--- src/rtl/ama_riscv_fetch_pkg.sv ---
// Shared types and sizes for the instruction fetch stage.
package ama_riscv_fetch_pkg;

   localparam int unsigned CORE_ADDR_BUS_B  = 32;
   localparam int unsigned CORE_ADDR_BUS_W  = CORE_ADDR_BUS_B - 2;
   localparam int unsigned INST_W           = 32;
   localparam int unsigned FETCH_FIFO_DEPTH = 2;
   localparam logic [CORE_ADDR_BUS_B-1:0] FETCH_RESET_PC = 32'h0004_0000;

   typedef enum logic [1:0] {
      IDLE  = 2'd0,
      BUSY  = 2'd1,
      STALE = 2'd2
   } fetch_state_t;

   typedef struct packed {
      logic [INST_W-1:0]          inst;
      logic [CORE_ADDR_BUS_B-1:0] pc;
   } fetch_entry_t;

endpackage

--- src/rtl/ama_riscv_fetch_fifo.sv ---
// Small synchronous FIFO holding fetched instructions with their PC toward decode.
module ama_riscv_fetch_fifo #(
   parameter int unsigned DEPTH = 2,
   parameter int unsigned WIDTH = 64
) (
   input  logic                         clk,
   input  logic                         rst_n,
   input  logic                         clear,
   input  logic                         push,
   input  logic                         pop,
   input  logic [WIDTH-1:0]             wdata,
   output logic [WIDTH-1:0]             rdata,
   output logic [$clog2(DEPTH):0]       cnt,
   output logic                         full,
   output logic                         empty
);

   localparam int unsigned PTR_W = $clog2(DEPTH);
   localparam int unsigned CNT_W = $clog2(DEPTH) + 1;

   logic [WIDTH-1:0] mem [DEPTH];
   logic [PTR_W-1:0] wr_ptr;
   logic [PTR_W-1:0] rd_ptr;

   // Storage is reset too so the head never shows X toward decode.
   always_ff @(posedge clk) begin
      if (!rst_n) begin
         wr_ptr <= '0;
         rd_ptr <= '0;
         cnt    <= '0;
         for (int i = 0; i < int'(DEPTH); i++) mem[i] <= '0;
      end else if (clear) begin
         wr_ptr <= '0;
         rd_ptr <= '0;
         cnt    <= '0;
      end else begin
         if (push) begin
            mem[wr_ptr] <= wdata;
            wr_ptr      <= wr_ptr + PTR_W'(1);
         end
         if (pop) rd_ptr <= rd_ptr + PTR_W'(1);
         case ({push, pop})
            2'b10:   cnt <= cnt + CNT_W'(1);
            2'b01:   cnt <= cnt - CNT_W'(1);
            default: cnt <= cnt;
         endcase
      end
   end

   assign rdata = mem[rd_ptr];
   assign full  = (cnt == CNT_W'(DEPTH));
   assign empty = (cnt == '0);

endmodule

--- src/rtl/ama_riscv_fetch.sv ---
// Instruction fetch: owns the PC, keeps one icache request in flight, buffers
// returned instructions for decode and squashes stale responses on redirect.
module ama_riscv_fetch
   import ama_riscv_fetch_pkg::*;
#(
   parameter logic [CORE_ADDR_BUS_B-1:0] RESET_PC   = FETCH_RESET_PC,
   parameter int unsigned                FIFO_DEPTH = FETCH_FIFO_DEPTH
) (
   input  logic                       clk,
   input  logic                       rst_n,
   output logic                       req_core_valid,
   input  logic                       req_core_ready,
   output logic [CORE_ADDR_BUS_W-1:0] req_core_data,
   input  logic                       rsp_core_valid,
   output logic                       rsp_core_ready,
   input  logic [INST_W-1:0]          rsp_core_data,
   input  logic                       flush_valid,
   input  logic [CORE_ADDR_BUS_B-1:0] flush_pc,
   output logic                       inst_valid,
   input  logic                       inst_ready,
   output logic [INST_W-1:0]          inst_data,
   output logic [CORE_ADDR_BUS_B-1:0] inst_pc
);

   localparam int unsigned CNT_W = $clog2(FIFO_DEPTH) + 1;

   fetch_state_t               state;
   fetch_state_t               state_nxt;
   logic [CORE_ADDR_BUS_B-1:0] pc;
   logic [CORE_ADDR_BUS_B-1:0] req_pc;
   logic                       rsp_accept;
   logic                       fire;
   logic                       credit_ok;
   logic                       fifo_push;
   logic                       fifo_pop;
   logic                       fifo_full;
   logic                       fifo_empty;
   logic [CNT_W-1:0]           fifo_cnt;
   fetch_entry_t               push_entry;
   fetch_entry_t               head_entry;

   assign rsp_core_ready = 1'b1;
   assign rsp_accept     = rsp_core_valid && (state != IDLE);
   assign fifo_push      = rsp_accept && (state == BUSY) && !flush_valid;
   assign fifo_pop       = inst_valid && inst_ready && !flush_valid;
   assign req_core_data  = pc[CORE_ADDR_BUS_B-1:2];

   // Only issue if the answer is guaranteed a slot after this cycle's push/pop.
   always_comb begin
      credit_ok = !fifo_full;
      case ({fifo_push, fifo_pop})
         2'b10:   credit_ok = (fifo_cnt < CNT_W'(FIFO_DEPTH - 1));
         2'b01:   credit_ok = 1'b1;
         default: credit_ok = !fifo_full;
      endcase
   end

   always_comb begin
      state_nxt      = state;
      req_core_valid = 1'b0;
      if (rst_n && !flush_valid && credit_ok)
         req_core_valid = (state == IDLE) || ((state == BUSY) && rsp_accept);
      fire = req_core_valid && req_core_ready;
      case (state)
         IDLE:  if (fire) state_nxt = BUSY;
         BUSY: begin
            if (flush_valid)     state_nxt = rsp_accept ? IDLE : STALE;
            else if (rsp_accept) state_nxt = fire ? BUSY : IDLE;
         end
         STALE: if (rsp_accept) state_nxt = IDLE;
         default: state_nxt = IDLE;
      endcase
   end

   always_ff @(posedge clk) begin
      if (!rst_n) begin
         state  <= IDLE;
         pc     <= RESET_PC;
         req_pc <= '0;
      end else begin
         state <= state_nxt;
         if (flush_valid) pc <= flush_pc & ~CORE_ADDR_BUS_B'(3);
         else if (fire)   pc <= pc + CORE_ADDR_BUS_B'(4);
         if (fire) req_pc <= pc;
      end
   end

   always_comb begin
      push_entry.inst = rsp_core_data;
      push_entry.pc   = req_pc;
   end

   ama_riscv_fetch_fifo #(
      .DEPTH (FIFO_DEPTH),
      .WIDTH ($bits(fetch_entry_t))
   ) u_fifo (
      .clk   (clk),
      .rst_n (rst_n),
      .clear (flush_valid),
      .push  (fifo_push),
      .pop   (fifo_pop),
      .wdata (push_entry),
      .rdata (head_entry),
      .cnt   (fifo_cnt),
      .full  (fifo_full),
      .empty (fifo_empty)
   );

   assign inst_valid = !fifo_empty;
   assign inst_data  = head_entry.inst;
   assign inst_pc    = head_entry.pc;

endmodule
--- config.mk ---
export PLATFORM = sky130hd
export DESIGN_NAME = ama_riscv_fetch
export DESIGN_NICKNAME = d
export VERILOG_FILES = /design/src/rtl/ama_riscv_fetch_pkg.sv /design/src/rtl/ama_riscv_fetch_fifo.sv /design/src/rtl/ama_riscv_fetch.sv
export SDC_FILE = /design/constraint.sdc
export NUM_CORES = 1
export LEC_CHECK = 0
export ABC_CLOCK_PERIOD_IN_PS = 6990
export CORE_MARGIN = 2
export CORE_UTILIZATION = 35
export CTS_CLUSTER_DIAMETER = 200
export DETAILED_ROUTE_END_ITERATION = 16
export PLACE_DENSITY = 0.64
export SKIP_CTS_REPAIR_TIMING = 1
export SYNTH_ARGS = -nofsm -noshare
export SYNTH_HDL_FRONTEND = slang
export SYNTH_SLANG_ARGS = --single-unit
--- constraint.sdc ---
create_clock -name clk -period 6.99 [get_ports clk]
set_input_delay 1.0485 -clock clk [delete_from_list [all_inputs] [get_ports clk]]
set_output_delay 1.0485 -clock clk [all_outputs]
set_load 0.005 [all_outputs]
# After elaboration in Yosys (flattened, before gate mapping)
# Memory sizes are Yosys's and may differ from the RTL's. A register that Yosys moved wholly into a read port is not among the register bits.
# Cells that the tools add are included.
[totals]
regBits = 70
mem_count = 1
mem_bits_rw = 128
word_cells = 65
output_inout_bits = 97
in_bits = 70
[mem_list]
columns = ["name", "depth", "word_bits", "rd", "rd_clocked_by_memory_dff", "wr", "line", "text"]
rows = [
  ["u_fifo.mem", 2, 64, 1, 1, 2, "ama_riscv_fetch_fifo.sv:21", "logic [WIDTH-1:0] mem [DEPTH];"],
]
[classes]
mux = 22
add_sub_neg = 5
order_cmp = 1
reduce_logical = 20
bitwise_logic = 1
eq_ne = 8
[ops]
columns = ["op", "count"]
rows = [
  ["$mux 32", 2],
  ["$mux 64", 1],
  ["$reduce_or 64->1", 1],
  ["$add 32x3->32 const B", 1],
  ["$mux 1", 11],
  ["$mux 2", 5],
  ["$logic_and 1x1->1", 8],
  ["$eq 2x2->1 const B", 3],
  ["$pmux 2 s3", 1],
  ["$reduce_bool 2->1", 3],
  ["$eq 2x1->1 const B", 2],
  ["$logic_not 2->1", 2],
  ["$ne 2x2->1 const B", 2],
  ["$pmux 2 s2", 1],
  ["$logic_not 1->1", 3],
  ["$ne 3x3->1 const B", 1],
  ["$reduce_and 3->1", 1],
  ["$add 1x1->1 const B", 2],
  ["$add 2x1->2 const B", 1],
  ["$lt 2x1->1 const B", 1],
  ["$pmux 1 s2", 1],
  ["$reduce_or 2->1", 1],
  ["$sub 2x1->2 const B", 1],
  ["$logic_or 1x1->1", 1],
  ["$not 1->1", 1],
]

# Depth between registers and ports, before layout
# Gate-level depths: netlist of the first run.
[logic_depth]
ltp_word = 13
mapped_depth = 14
mapped_depth_nobuf = 11

# Hierarchy
# From an unflattened synthesis of the first run, not the netlist that was laid out.
[hier_totals]
hier_cells = 767
area_unflattened_um2 = 8778.4
[by_module_without_submodules]
columns = ["mod", "seq_area_each_um2", "cells_each", "area_each_um2", "n_inst"]
rows = [
  ["ama_riscv_fetch_fifo", 3943.8, 382, 5769.3, 1],
  ["ama_riscv_fetch", 1241.2, 385, 3009.1, 1],
]

# Worst setup path after synthesis of the first run
# OpenSTA, ideal clock, no wires.
[synth_timing]
path_type = "input-to-reg"
start = "input port flush_valid"
end = "memory u_fifo.mem[0][10] (enable)"
slack_ps = 776
setup_ps = 568
arrival_time_ps = 5646
required_ps = 6422
stages = 3
path_buffers = 0
path_cell_list = "nor2_1 > nand3_1 > o21ai_0"
[synth_lines]
columns = ["element", "line", "text"]
rows = [
  ["start: declaration", "ama_riscv_fetch.sv:17", "input logic flush_valid,"],
  ["end: declaration", "ama_riscv_fetch_fifo.sv:21", ""],
]

# Worst setup path after layout of the first run
[layout_timing]
start = "input port flush_valid"
end = "output port req_core_valid"
[layout_via]
elab_chain_len = 6
word_cells_on_any_way = 9
classes_between = "eq/ne: 2; mux: 2; reduce/logical: 5"
[layout_lines]
columns = ["element", "line", "text"]
rows = [
  ["$logic_not 1->1 (*)", "ama_riscv_fetch.sv:45", "assign fifo_pop = inst_valid && inst_ready && !flush_valid;"],
  ["$logic_and 1x1->1 (*)", "ama_riscv_fetch.sv:45", ""],
  ["named net fifo_pop", "ama_riscv_fetch.sv:35", "logic fifo_pop;"],
  ["$eq 2x1->1 or $eq 2x2->1 (tied branches)", "ama_riscv_fetch.sv:51", "case ({fifo_push, fifo_pop})"],
  ["$pmux 1 s2 (*)", "ama_riscv_fetch.sv:51", ""],
  ["$logic_and 1x1->1 (*)", "ama_riscv_fetch.sv:61", "if (rst_n && !flush_valid && credit_ok)"],
  ["$mux 1 (*)", "ama_riscv_fetch.sv:61", ""],
  ["end: declaration", "ama_riscv_fetch.sv:11", "output logic req_core_valid,"],
]
# Mark *: on every way through the listed nets, which the timed path passes. The rest lies on a longest branch.

==> results.yml, run 1 <==
setup_path:
  crit_end: "req_core_valid"
  r2r_slack_ps: 3220
  path_class: "in2out"
  crit_top_cell: "clkdlybuf4s50_1"
  cp_cell_sequence: "clkdlybuf4s50_1, inv_1, and3_1, ha_1, a21oi_1, o2111a_1, clkdlybuf4s50_1"
  worst_setup_path_end_kind: "output port"
  arrival_ps: 4040
  cp.depth: 7
  cp-start-kind: "primary input"
  worst_path_largest_cell_delay_ps: 730
  crit_start: "flush_valid"
  path_max_fanout: 17
  worst_r2r_endpoint: "pc[19]"
  crit_buf_inv: 3
  r2r-start: "u_fifo.cnt[0]"
  crit_family: "buffers and inverters"
  required_ps: 5940
  critPathSlowestCell: "o2111a_1"
  ff2ff_path_depth: 10
logic_synthesis:
  synthArstFlopShare_pct: 0
  synth.area.top_cells: "edfxtp_1, dfxtp_1, and2_1, mux2_2, nand2_1"
  syn_area_um2: 8587
  synthTopCellsByCount: "and2_1, edfxtp_1, nand2_1, dfxtp_1, mux2_2"
  yosys_most_used_dff: "edfxtp_1"
  synth_top_area_share_pct: 43.36
  synthDistinctLibCells: 56
  ys_warn_count: 0
  syn_area_per_cell_um2: 11.51
  synth.largest_area_cell: "edfxtp_1"
  synth-edff-count: 124
  synthMostInstantiatedCell: "and2_1"
  seq_area_frac_synth_pct: 58.98
  synth-seq-cells: 191
  netlist_instances: 746
place:
  place_area_um2: 10470
  portBuffers: 161
  pre_cts_ws_ps: 1918
  gp_congestion: 0.7803
  place_hpwl_um: 13090
  dpl.cell_count: 1188
floorplanning:
  core_area_um2: 24180
  dieArea_um2: 25800
  start_util_pct: 35.52
  fp.dieW_um: 160.6
  dieHeight_um: 160.6
  rows: 57
  pin_count: 167
global_routing:
  track_usage_pct: 16.56
  grt_max_degree: 63
  grt_pass1_wl_um: 33110
  antenna_found_initial: 0
  first_global_vias: 5869
  grt-ovfl-total: 0
power:
  power.leakage_nw: 3.950
  power_mw: 2.386
  vdd_drop_max_v: 0.0001479
  power.density_nw_per_um2: 216.5
sta:
  tightest_slew_ps: 993.7
  hold_slack_ps: 461.2
  fin_tns_setup_ps: 0
  hold_viol_final: 0
  rsz0062_at_grt: "no"
  min_period_over_period_pct: 72.82
  maxSlewViolCount: 0
  max_slew_margin_pct: 33.52
  period_needed_ps: 5090
  worst_slack_ps: 1900
  finalSetupViolations: 0
  fin_worst_skew_ps: 16.16
  fmax_mhz: 196.5
cts:
  cts-buffers-inserted: 17
  htreeDepth: 4
  tritoncts: "built"
  clkLatencyLatePin_ps: 440
  clkTransAtPathRegs_ps: 70
  ctsRootBufferMaster: "clkbuf_16"
  clock-sinks: 191
  clk_path_buf_depth: 2
cells_and_area:
  antenna-diode-count: 0
  layout.nets: 959
  fin_util_pct: 45.57
  drive_above_1_share_pct: 13.62
  area_growth_pct: 28.31
  fillCellCount: 2238
  final_cell_count_no_fill: 1220
  stdcell_area_um2: 11020
detailed_routing:
  routed_wl_um: 21000
  wl_per_cell_um: 17.21
  drc: 0
  detailroute.via_count: 6051
  postRouteAntennaNets: 0
  wl_met3_um: 1172
  drt-met1-wl_um: 9499
  routed.top_layer: "met4"
  via_per_inst: 4.960
  first_pass_iters: 5
  drtIter0Drc: 318
  route.met2.wl_um: 9977
worst_hold_path:
  min_path_type: "reg2reg"
job:
  cap_violations: 0
run_status:
  status: "completed"
## cells by family (layout without fill, tap and decap cells)
family	after synthesis	count (layout)	synth area share, %
DFF	191	191	58.98
muxes	69	69	9.005
buffers and inverters	63	212	3.162
AOI/OAI and AO/OA	96	96	7.009
xor gates and xnor gates	7	7	0.7140
other	2	3	0.08746
and+or+nand+nor	312	312	20.17
adders and majority gates	6	6	0.8742
## cell usage in the layout (no fill, tap or decap), types with 7 or more instances in the layout
master             n
and2_1           127
nand2_1           85
and3_1            10
a21oi_1           49
inv_6              7
nor2_1            16
dfxtp_1           66
clkdlybuf4s50_1  161
clkbuf_16         17
edfxtp_1         124
nand4_1           11
mux2_2            66
nand3_1           30
buf_4              8
o22ai_1            7
inv_1             11
## power breakdown
part	switching, mW	total, mW	internal, mW
clock	0.455	0.923	0.468
sequential	0.0288	1.27	1.24
combinational	0.0891	0.196	0.107
total	0.573	2.39	1.81
## flip-flops by register name (all words and copies together) (netlist names), named ones only
signal	count
pc	30
req_pc	30
state	2
u_fifo.cnt	2
u_fifo.mem	124
u_fifo.rd_ptr	1
u_fifo.wr_ptr	1
## per-layer routing
layer,vias up,global-route usage [%]
li1,2932,-
met1,2922,22.14
met2,175,26.86
met3,22,4.003
met4,0,4.791
met5,-,0
## worst min-delay path by stage
| stage | startpoint | to | depth (start not counted) |
|---|---|---|---|
| after floorplan | req_pc[10] | req_pc[10] | 2 |
| after global placement | req_pc[5] | req_pc[5] | 2 |
| after detailed placement | req_pc[5] | req_pc[5] | 2 |
| after CTS | req_pc[5] | req_pc[5] | 2 |
| after global routing | req_pc[2] | req_pc[2] | 2 |
| final | req_pc[5] | req_pc[5] | 2 |
## tightest hold or removal path: stages, from the launching register on
cell	delay, ps
dfxtp_1	310
nand2_1	50
a21oi_1	50
## area by class of cell
type | count | area (um2) | share of cell area (%)
Tap cell | 324 | 405.4 | 3.679
Timing Repair Buffer | 169 | 1672 | 15.17
Clock inverter | 14 | 116.4 | 1.056
Multi-Input combinational cell | 493 | 3286 | 29.82
Inverter | 11 | 41.29 | 0.3747
Clock buffer | 18 | 429.2 | 3.895
Sequential cell | 191 | 5069 | 46.00
(Power assumes the default switching activity.)
==> inputs of run 2 (changes only) <==
--- a/config.mk
+++ b/config.mk
@@ -5,7 +5,7 @@
 export SDC_FILE = /design/constraint.sdc
 export NUM_CORES = 1
 export LEC_CHECK = 0
-export ABC_CLOCK_PERIOD_IN_PS = 6990
+export ABC_CLOCK_PERIOD_IN_PS = 4700
 export CORE_MARGIN = 2
 export CORE_UTILIZATION = 35
 export CTS_CLUSTER_DIAMETER = 200
==> constraint.sdc (replaced) <==
create_clock -name clk -period 4.7 [get_ports clk]
set_input_delay 0.705 -clock clk [delete_from_list [all_inputs] [get_ports clk]]
set_output_delay 0.705 -clock clk [all_outputs]
set_load 0.005 [all_outputs]
==> run 2 against run 1 <==
Effect of this change: hold slack worse by 3.1 ps; flip-flop and latch count stayed put; sequential power is 49% higher; clock skew is 4.9 ps lower; register-to-register slack worse by 1700 ps; first-iteration DRC count is 22% higher; non-clock buffer count is 5 higher; routed wire length is 0.74% lower; die area stayed put; critical path type unchanged.
==> results.yml, run 2 (synthesis results as in run 1) <==
global_routing:
  track_usage_pct: 16.25
  use_met1_pct: 22.19
  first_global_vias: 5926
  grt-ovfl-total: 0
  grt_pass1_wl_um: 32630
  grt_max_degree: 63
  grt.busiest_layer: "met2"
  antenna_found_initial: 0
  gr-usage-met2_pct: 26.08
  use_met3_pct: 3.616
cts:
  tritoncts: "built"
  clkTransAtPathRegs_ps: 70
  clkLatencyLatePin_ps: 430
  ctsRootBufferMaster: "clkbuf_16"
  cts-buffers-inserted: 17
  htreeDepth: 4
  clk_path_buf_depth: 2
  clock-sinks: 191
setup_path:
  ff2ff_path_depth: 10
  r2r-start: "u_fifo.cnt[0]"
  worst_r2r_endpoint: "pc[19]"
  cp-start-kind: "primary input"
  path_max_fanout: 10
  r2r_slack_ps: 1520
  arrival_ps: 3240
  path_class: "in2out"
  worst_setup_path_end_kind: "output port"
  required_ps: 3990
floorplanning:
  dieArea_um2: 25800
  dieHeight_um: 160.6
  core_area_um2: 24180
  fp.dieW_um: 160.6
  pin_count: 167
  start_util_pct: 35.52
  rows: 57
cells_and_area:
  stdcell_area_um2: 11120
  layout.nets: 964
  max_flop_register: "u_fifo.mem"
  area_growth_pct: 29.52
  fillCellCount: 2221
  largest_reg_flops: 124
  layout_common_cells: "clkdlybuf4s50_1, and2_1, edfxtp_1"
  final_common_cell: "clkdlybuf4s50_1"
  drive_above_1_share_pct: 14.21
  reg_top3: "u_fifo.mem (124), pc (30), req_pc (30)"
place:
  portBuffers: 161
  place_area_um2: 10520
  gp_congestion: 0.7833
  place_hpwl_um: 13350
detailed_routing:
  drtIter0Drc: 388
  postRouteAntennaNets: 0
  wl_per_cell_um: 17.00
  first_pass_iters: 5
  drc: 0
  via_per_inst: 4.915
  routed_wl_um: 20850
  detailroute.via_count: 6026
sta:
  fin_worst_skew_ps: 11.27
  hold_viol_final: 0
  finalSetupViolations: 0
  max_slew_margin_pct: 38.73
  rsz0062_at_grt: "no"
  hold_slack_ps: 458.0
  period_needed_ps: 3950
  tightest_slew_ps: 919.1
  fin_tns_setup_ps: 0
  maxSlewViolCount: 0
  fmax_mhz: 253.2
  min_period_over_period_pct: 84.04
power:
  power.density_nw_per_um2: 326.3
  sequentialPowerShare_pct: 52.0
  p_comb_share_pct: 8.0
  power.leakage_nw: 4.000
  vdd_drop_max_v: 0.0001812
  power.switching_mw: 0.8435
  switching_share_pct: 23.24
  p_int_mw: 2.786
  clkPwrFrac_pct: 40.0
worst_hold_path:
  whs_path_depth: 2
  hold_path_end: "req_pc[31]"
  min_path_type: "reg2reg"
  hp-start: "req_pc[31]"
run_status:
  status: "completed"
job:
  cap_violations: 0
-- run 2: cell type report --
cell class                      instances  area [um2]  share of cell area [%]
Sequential cell                       191        5069                   45.57
Multi-Input combinational cell        493        3286                   29.54
Timing Repair Buffer                  174        1722                   15.48
Clock buffer                           18       450.4                   4.050
Tap cell                              324       405.4                   3.645
Clock inverter                         14       146.4                   1.316
Inverter                               11       41.29                  0.3712
Antenna cell                            1       2.502                 0.02250
-- run 2: through the flow --
stage	setup WS, ps	util [%]	total power [mW]	std cells
2_1_floorplan	502.0	-	2.031	747
5_1_grt	526.6	45.99	3.756	1225
4_1_cts	710.5	45.99	3.669	1225
3_3_place_gp	740.1	43.52	2.213	1193
3_5_place_dp	687.4	43.52	2.218	1193
6_report	750.3	46.00	3.629	1226
-- run 2: worst max-delay path by stage --
stage                              endpoint  slack, ps   startpoint
final                        req_core_valid        750  flush_valid
after global routing         req_core_valid        530  flush_valid
after CTS                    req_core_valid        710  flush_valid
after detailed placement             pc[19]        690  flush_valid
after global placement               pc[19]        740  flush_valid
after floorplan           u_fifo.mem[0][10]        500  flush_valid
-- run 2: worst max-delay path, cell delays in order --
cell and delay [ps]:
clkdlybuf4s50_1 550, nor2_1 140, nand3_1 200, ha_1 420, a21oi_1 150, o2111a_1 480
clkdlybuf4s50_1 590
-- run 2: layer usage --
layer	part of all wire (%)	up-vias	routed length, um
li1	-	2947	-
met5	0	-	0
met3	5.9	16	1239
met1	45	2885	9390
met2	48	178	9960
met4	1.2	0	255
-- run 2: power groups by stage --
stage / logic [mW] / clock network [mW] / registers [mW]
finish: 0.292 / 1.45 / 1.89
global route: 0.316 / 1.55 / 1.89
CTS: 0.296 / 1.49 / 1.89
detailed placement: 0.294 / 0 / 1.92
global placement: 0.292 / 0 / 1.92
floorplan: 0.119 / 0 / 1.91
